===== src/rtl/mesh_term_fifo.sv =====
// Per-terminal ingress FIFO feeding one mesh router port: show-ahead head packet,
// occupancy, overflow/underflow pulses, saturating drop counter and broadcast flag.
module mesh_term_fifo #(
    parameter int          pckg_sz    = 40,
    parameter int          fifo_depth = 4,
    parameter logic [7:0]  broadcast  = 8'hFF,
    parameter int          cnt_w      = 8
) (
    input  logic                              clk,
    input  logic                              reset,
    input  logic                              push,
    input  logic [pckg_sz-1:0]                data_in,
    output logic                              full,
    output logic                              pndng,
    output logic [pckg_sz-1:0]                data_out_i_in,
    input  logic                              pop,
    output logic                              head_is_bcast,
    output logic [$clog2(fifo_depth+1)-1:0]   count,
    output logic                              overflow,
    output logic                              underflow,
    output logic [cnt_w-1:0]                  drop_cnt
);

    localparam int PTR_W = (fifo_depth > 1) ? $clog2(fifo_depth) : 1;
    localparam int OCC_W = $clog2(fifo_depth + 1);
    localparam logic [PTR_W-1:0] LAST_PTR = PTR_W'(fifo_depth - 1);
    localparam logic [OCC_W-1:0] DEPTH    = OCC_W'(fifo_depth);

    logic [pckg_sz-1:0] mem [fifo_depth];
    logic [PTR_W-1:0]   rd_ptr_p0;
    logic [PTR_W-1:0]   wr_ptr_p0;
    logic [OCC_W-1:0]   count_p0;
    logic [cnt_w-1:0]   drop_p0;
    logic               ovf_p0;
    logic               udf_p0;

    logic is_full;
    logic is_empty;
    logic wr_en;
    logic rd_en;

    // Pointers wrap explicitly so any depth works, not just powers of two.
    function automatic logic [PTR_W-1:0] ptr_inc(input logic [PTR_W-1:0] p);
        return (p == LAST_PTR) ? '0 : p + 1'b1;
    endfunction

    function automatic logic [cnt_w-1:0] sat_inc(input logic [cnt_w-1:0] c);
        return (&c) ? c : c + 1'b1;
    endfunction

    always_comb begin
        is_full  = (count_p0 == DEPTH);
        is_empty = (count_p0 == '0);
        // A pop frees the slot in the same edge, so a push at full still lands.
        wr_en    = push && (!is_full || pop);
        rd_en    = pop && !is_empty;
    end

    // ---- storage: data only, no reset; stale entries are hidden by count ----
    always_ff @(posedge clk) begin
        if (wr_en) mem[wr_ptr_p0] <= data_in;
    end

    // ---- control state ----
    always_ff @(posedge clk) begin
        if (reset) begin
            rd_ptr_p0 <= '0;
            wr_ptr_p0 <= '0;
            count_p0  <= '0;
            drop_p0   <= '0;
            ovf_p0    <= 1'b0;
            udf_p0    <= 1'b0;
        end else begin
            if (wr_en) wr_ptr_p0 <= ptr_inc(wr_ptr_p0);
            if (rd_en) rd_ptr_p0 <= ptr_inc(rd_ptr_p0);
            unique case ({wr_en, rd_en})
                2'b10:   count_p0 <= count_p0 + 1'b1;
                2'b01:   count_p0 <= count_p0 - 1'b1;
                default: count_p0 <= count_p0;
            endcase
            ovf_p0 <= push && is_full && !pop;
            udf_p0 <= pop && is_empty;
            if (push && is_full && !pop) drop_p0 <= sat_inc(drop_p0);
        end
    end

    always_comb begin
        full          = is_full;
        pndng         = !is_empty;
        data_out_i_in = pndng ? mem[rd_ptr_p0] : '0;
        head_is_bcast = pndng && (data_out_i_in[pckg_sz-1 -: 8] == broadcast);
        count         = count_p0;
        overflow      = ovf_p0;
        underflow     = udf_p0;
        drop_cnt      = drop_p0;
    end

endmodule


===== config.mk =====
export PLATFORM = sky130hd
export DESIGN_NAME = mesh_term_fifo
export DESIGN_NICKNAME = d
export VERILOG_FILES = /design/src/rtl/mesh_term_fifo.sv
export SDC_FILE = /design/constraint.sdc
export NUM_CORES = 1
export LEC_CHECK = 0
export CAP_MARGIN = 20
export CORE_UTILIZATION = 46
export DETAILED_ROUTE_END_ITERATION = 6
export MAX_ROUTING_LAYER = met4
export PLACE_DENSITY = 0.75
export SYNTH_ARGS = -nofsm -noshare
export SYNTH_HDL_FRONTEND = slang
export SYNTH_SLANG_ARGS = --single-unit

===== constraint.sdc =====
create_clock -name clk -period 3 [get_ports clk]
set_clock_uncertainty 0.1 [all_clocks]
set_input_delay 0.45 -clock clk [delete_from_list [all_inputs] [get_ports clk]]
set_output_delay 0.45 -clock clk [all_outputs]
set_load 0.05 [all_outputs]

==> impl_metrics.csv, run 1 <==
group,metric,value,unit
status,outcome,"complete, no violations",
worst_setup_path,cp_max_fo,20,
worst_setup_path,critical_path_required,2.45,ns
cts,cts_sinks,179,
grt,grt_pass1_vias,3725,
worst_setup_path,worstPathArrival,2.12,ns
logic_synthesis,synth_fp_nets,413,
logic_synthesis,synthTopCellsByArea,"edfxtp_1 69%, mux4_2 13%, dfxtp_1 5.4%",
route,drtAntennaViolNets,0,
logic_synthesis,yosys_register_bits,179,
worst_setup_path,critPathKind,"reg -> out",
timing,worst_pin_slew,1.06,ns
cts,clock_latency,0.42,ns
logic_synthesis,yosys_warnings,0,
min_path,hp-class,"reg -> reg",
grt,antenna_found_initial,0,
route,drt_iter0_markers,369,
power_and_ir_drop,intPower,5850,uW
route,routed_wl,13000,um
timing,rsz0062_at_grt,"false",
logic_synthesis,ys_seq_area_share,74.3,%
placed_design,hpwl,8280,um
logic_synthesis,synth.largest_area_cell,"edfxtp_1",
timing,slew_headroom,29.1,%
cts,cts_setup_buffers,0,
floorplan,ios,100,
route,vias_per_cell,5.32,
route,wire_per_inst,19.4,um
cts,clk_pin_slew,0.06,ns
floorplan,die_area,0.0157,mm^2
logic_synthesis,synth_area,0.00698,mm^2
power_and_ir_drop,swShare,34.1,%
worst_setup_path,cp-start-kind,"flop",
power_and_ir_drop,p_seq_share,34.0,%
timing,max_freq,374,MHz
placed_design,io_buffers,99,
timing,slew_violations,0,
finish,area_growth,32.1,%
cts,clockBufferDepth,2,
finish,regArea,0.00519,mm^2
floorplan,initial_utilization,47.7,%
timing,setup_viol,0,
timing,finalWorstSetupSlack,0.326,ns
flow_run,max_cap_violations,0,
finish,multi_input_comb_area,0.00168,mm^2
timing,min_period_over_period,89.1,%
grt,grt_pass1_wl,20600,um
power_and_ir_drop,combPwrFrac,43.6,%
power_and_ir_drop,p_clk_share,22.4,%
floorplan,die_h,125,um
finish,nFillCells,1018,
floorplan,rows,44,
power_and_ir_drop,ir_worst_vdd,0.000517,V
floorplan,die_x,125,um
cts,ctsResizeCount,0,
cts,cts-root-buf,"clkbuf_16",
logic_synthesis,yosys.cell_types.count,33,
power_and_ir_drop,power.density,963,mW/mm^2
timing,holdWs,0.391,ns
logic_synthesis,syn_avg_cell_area,19.3,um^2
finish,final_common_cell,"edfxtp_1",
cts,cts_tree,"built",
finish,num_antenna_cells,0,
cts,cts_made_buffers,17,
logic_synthesis,netlist.area_leader.share,68.8,%
route,vias,3567,
power_and_ir_drop,p_leak,0.00308,uW
route,first_pass_iters,6,
power_and_ir_drop,switchingPower,3030,uW
grt,grt_use_total,18.5,%
cts,ctsHoldBuffers,0,
cts,cts_max_level,4,
finish,layout_common_cells,"160 x edfxtp_1, 57 x clkdlybuf4s50_1, 45 x buf_12",
grt,grt_max_degree,41,
route,drc,0,
placed_design,gp_congestion,0.749,
timing,fin_crit,2.67,ns
worst_setup_path,timing.critical_path.to_type,"output pin",
floorplan,core-area,0.0146,mm^2
timing,final_hold_viol_count,0,
finish,drive_above_1_share,26.3,%
finish,final_nets,526,
logic_synthesis,synth_cells,361,
grt,grt-ovfl-total,0,
timing,tns,0,ns
placed_design,place_ws,0.0968,ns
final timing paths:
check,startpoint,endpoint,cells after the start,slack [ns]
hold / removal,rd_ptr_p0[1],flop,2,0.39
hold reg to reg,rd_ptr_p0[1],flop,2,0.39
setup / recovery,flop,data_out_i_in[38],4,0.33
setup reg to reg,count[1],count[2],9,0.59
stage by stage:
stage | instances | utilization [%] | total power [uW] | area, um^2
final | 671 | 62.9 | 8880 | 9220
after global routing | 671 | 62.9 | 9200 | 9220
after CTS | 668 | 62.5 | 8960 | 9150
after detailed placement | 636 | 58.9 | 6980 | 8620
after global placement | 636 | 58.9 | 6920 | 8620
after floorplan | 361 | - | 5140 | 6980
worst max-delay path, stage by stage (launching register included):
cell and delay (ns):
dfxtp_4 0.51, buf_12 0.25, mux4_2 0.57, and2_1 0.21, buf_12 0.15
layout make-up:
| cell class | count | area share (%) |
|---|---|---|
| repair buffers | 111 | 16.9 |
| flip-flops and latches | 179 | 56.3 |
| well taps | 184 | 2.50 |
| clock buffers | 21 | 4.78 |
| multi-input cells | 156 | 18.2 |
| inverters | 9 | 0.367 |
| clock inverters | 11 | 0.937 |
synthesized netlist by cell type:
| master | instances |
|---|---|
| clkbuf_1 | 7 |
| buf_6 | 2 |
| nor3_1 | 1 |
| xor2_1 | 3 |
| a21oi_1 | 7 |
| buf_1 | 2 |
| buf_4 | 1 |
| o31ai_1 | 1 |
| nand2_1 | 6 |
| nor4b_4 | 1 |
| nand3_1 | 4 |
| mux2i_1 | 3 |
| or4_1 | 2 |
| fa_1 | 1 |
| and4_1 | 1 |
| inv_1 | 9 |
| o21ai_0 | 5 |
| or3_1 | 5 |
| nor3b_1 | 1 |
| o211ai_1 | 1 |
| mux2_2 | 1 |
| nor2_1 | 12 |
| xnor2_1 | 1 |
| dfxtp_1 | 19 |
| mux4_2 | 40 |
| and3_1 | 2 |
| buf_2 | 5 |
| edfxtp_1 | 160 |
| and2b_1 | 1 |
| nor2b_1 | 2 |
| ha_1 | 7 |
| nand4_1 | 4 |
| and2_1 | 44 |
kinds of logic after synthesis:
family	synth area share (%)
xor gates and xnor gates	0.502
AOI/OAI and AO/OA	1.08
adders and majority gates	1.54
buffers and inverters	1.76
DFF	74.3
muxes	13.5
and+or+nand+nor	7.33
layer usage:
metal / wire [um] / vias up / track usage (%) / share of wire (%)
met2: 6460 / 99 / 29.4 / 50
met3: 530 / 13 / 5.18 / 4.1
met4: 160 / 0 / 6.38 / 1.2
li1: - / 1637 / - / -
met5: 0 / - / - / 0
met1: 5840 / 1818 / 23.0 / 45
state kept, by name, summed over array words and instances (netlist names), named ones only:
signal / count
count: 3
underflow: 1
mem: 160
wr_ptr_p0: 2
rd_ptr_p0: 2
overflow: 1
drop_cnt: 8
power by group through the flow:
stage | logic, uW | registers [uW] | clock network [uW]
4_1_cts | 3910 | 3030 | 2030
5_1_grt | 4020 | 3050 | 2130
3_5_place_dp | 3900 | 3080 | 0
3_3_place_gp | 3850 | 3070 | 0
2_1_floorplan | 2050 | 3090 | 0
6_report | 3870 | 3020 | 1990
Note: power is estimated with default switching activity, not from simulation.
==> run 2: changes to the inputs <==
- PLACE_DENSITY: 0.75 -> 0.66
==> run 2 against run 1 <==
Compared with the run above: the run now ends with DRC left; final area is 0.94% higher; combinational power barely moved; sequential power hardly changed; largest power group unchanged.
==> impl_metrics.csv, run 2 (synthesized netlist as in run 1, its figures left out) <==
group,metric,value,unit
finish,largest_reg_flops,160,
worst_setup_path,cp_max_fo,16,
power_and_ir_drop,p_leak,0.00312,uW
finish,final_nets,527,
finish,post-route-util,63.5,%
status,violations,"DRC",
route,vias,3520,
grt,grt-ovfl-total,0,
timing,final_hold_viol_count,0,
timing,max_freq,353,MHz
cts,clock_latency,0.42,ns
timing,finalWorstSetupSlack,0.167,ns
route,wl_met3,464,um
placed_design,hpwl,7840,um
route,wl_met2,6410,um
finish,area_growth,33.3,%
cts,clk_pin_slew,0.06,ns
timing,slew_headroom,55.3,%
timing,setup_viol,0,
power_and_ir_drop,finalPower,9160,uW
route,routed_wl,12600,um
grt,antenna_found_initial,0,
floorplan,core-area,0.0146,mm^2
placed_design,place_ws,0.00247,ns
timing,worst_pin_slew,0.668,ns
worst_setup_path,timing.critical_path.to_type,"output pin",
min_path,holdPathStages,2,
timing,tns,0,ns
power_and_ir_drop,power.density,984,mW/mm^2
worst_setup_path,worstRegToRegCells,9,
floorplan,rows,44,
finish,num_antenna_cells,0,
route,first_pass_iters,7,
grt,grt_use_total,17.9,%
worst_setup_path,r2r_setup_slack,0.49,ns
min_path,min_from,"rd_ptr_p0[1]",
flow_run,max_cap_violations,0,
grt,grt_pass1_vias,3708,
finish,largest_register,"mem",
power_and_ir_drop,ir_worst_vdd,0.000590,V
floorplan,ios,100,
cts,clockBufferDepth,2,
timing,fin_crit,2.83,ns
route,drtAntennaViolNets,0,
floorplan,die_x,125,um
cts,cts-root-buf,"clkbuf_16",
cts,cts_sinks,179,
finish,drive_above_1_share,27.5,%
placed_design,placed_cell_area,0.00861,mm^2
finish,final_common_cell,"edfxtp_1",
worst_setup_path,reg2reg_to,"count[2]",
route,met1Wirelength,5560,um
min_path,hp-class,"reg -> reg",
cts,cts_max_level,4,
cts,ctsResizeCount,0,
worst_setup_path,critPathKind,"reg -> out",
route,wire_per_inst,18.8,um
finish,nFillCells,1046,
route,drc,8,
cts,ctsHoldBuffers,0,
finish,final_area,0.00930,mm^2
cts,cts_made_buffers,17,
route,routed.top_layer,"met4",
grt,grt_pass1_wl,19900,um
worst_setup_path,cp-start-kind,"flop",
finish,layout_common_cells,"160 x edfxtp_1, 57 x clkdlybuf4s50_1, 46 x buf_12",
status,outcome,"finished, violations left",
timing,slew_violations,0,
worst_setup_path,worstReg2RegStart,"count[1]",
placed_design,io_buffers,99,
worst_setup_path,critical_path_required,2.45,ns
timing,rsz0062_at_grt,"false",
grt,grt_max_degree,41,
floorplan,initial_utilization,47.7,%
floorplan,die_area,0.0157,mm^2
route,vias_per_cell,5.24,
placed_design,gp_congestion,0.746,
cts,cts_setup_buffers,0,
worst_setup_path,worstPathArrival,2.28,ns
timing,min_period_over_period,94.4,%
cts,cts_tree,"built",
route,drt_iter0_markers,248,
floorplan,die_h,125,um
run 2: how the worst max path moves through the flow:
stage	to	cells after the start	slack [ns]	startpoint
2_1_floorplan	head_is_bcast	5	0.05	count[0]
3_3_place_gp	count[2]	10	0.1	pop
3_5_place_dp	count[2]	10	0.002	pop
4_1_cts	data_out_i_in[5]	4	0.10	flop
5_1_grt	data_out_i_in[5]	4	0.03	flop
6_report	data_out_i_in[5]	4	0.17	flop
run 2: worst max-delay path, cell delays in order (launching register included):
cell     delay (ns)
dfxtp_4        0.54
buf_4          0.38
mux4_2         0.58
and2_1         0.20
buf_12         0.15
run 2: report_power, final:
part	internal, uW	total [uW]	leakage (uW)	switching, uW
Sequential	2910	3020	0.00162	111
Combinational	1800	3860	0.00120	2060
Clock	1380	2270	0.000288	891
Total	6100	9160	0.00312	3060
run 2: layer usage:
metal / track usage, % / vias up
li1: - / 1641
met1: 21.7 / 1781
met2: 29.3 / 79
met3: 4.45 / 19
met4: 6.24 / 0
met5: - / -
run 2: cell type report:
cell class,count,area [um^2],share of cell area [%]
inverters,9,33.8,0.363
flip-flops and latches,179,5190,55.8
clock buffers,17,425,4.57
repair buffers,112,1560,16.8
multi-input cells,156,1680,18.0
well taps,184,230,2.47
clock inverters,15,188,2.02
run 2: stage by stage:
stage	cells	hold slack [ns]
6_report	672	0.406
5_1_grt	672	0.446
4_1_cts	668	0.413
3_5_place_dp	636	0.403
3_3_place_gp	636	0.370
2_1_floorplan	361	0.354
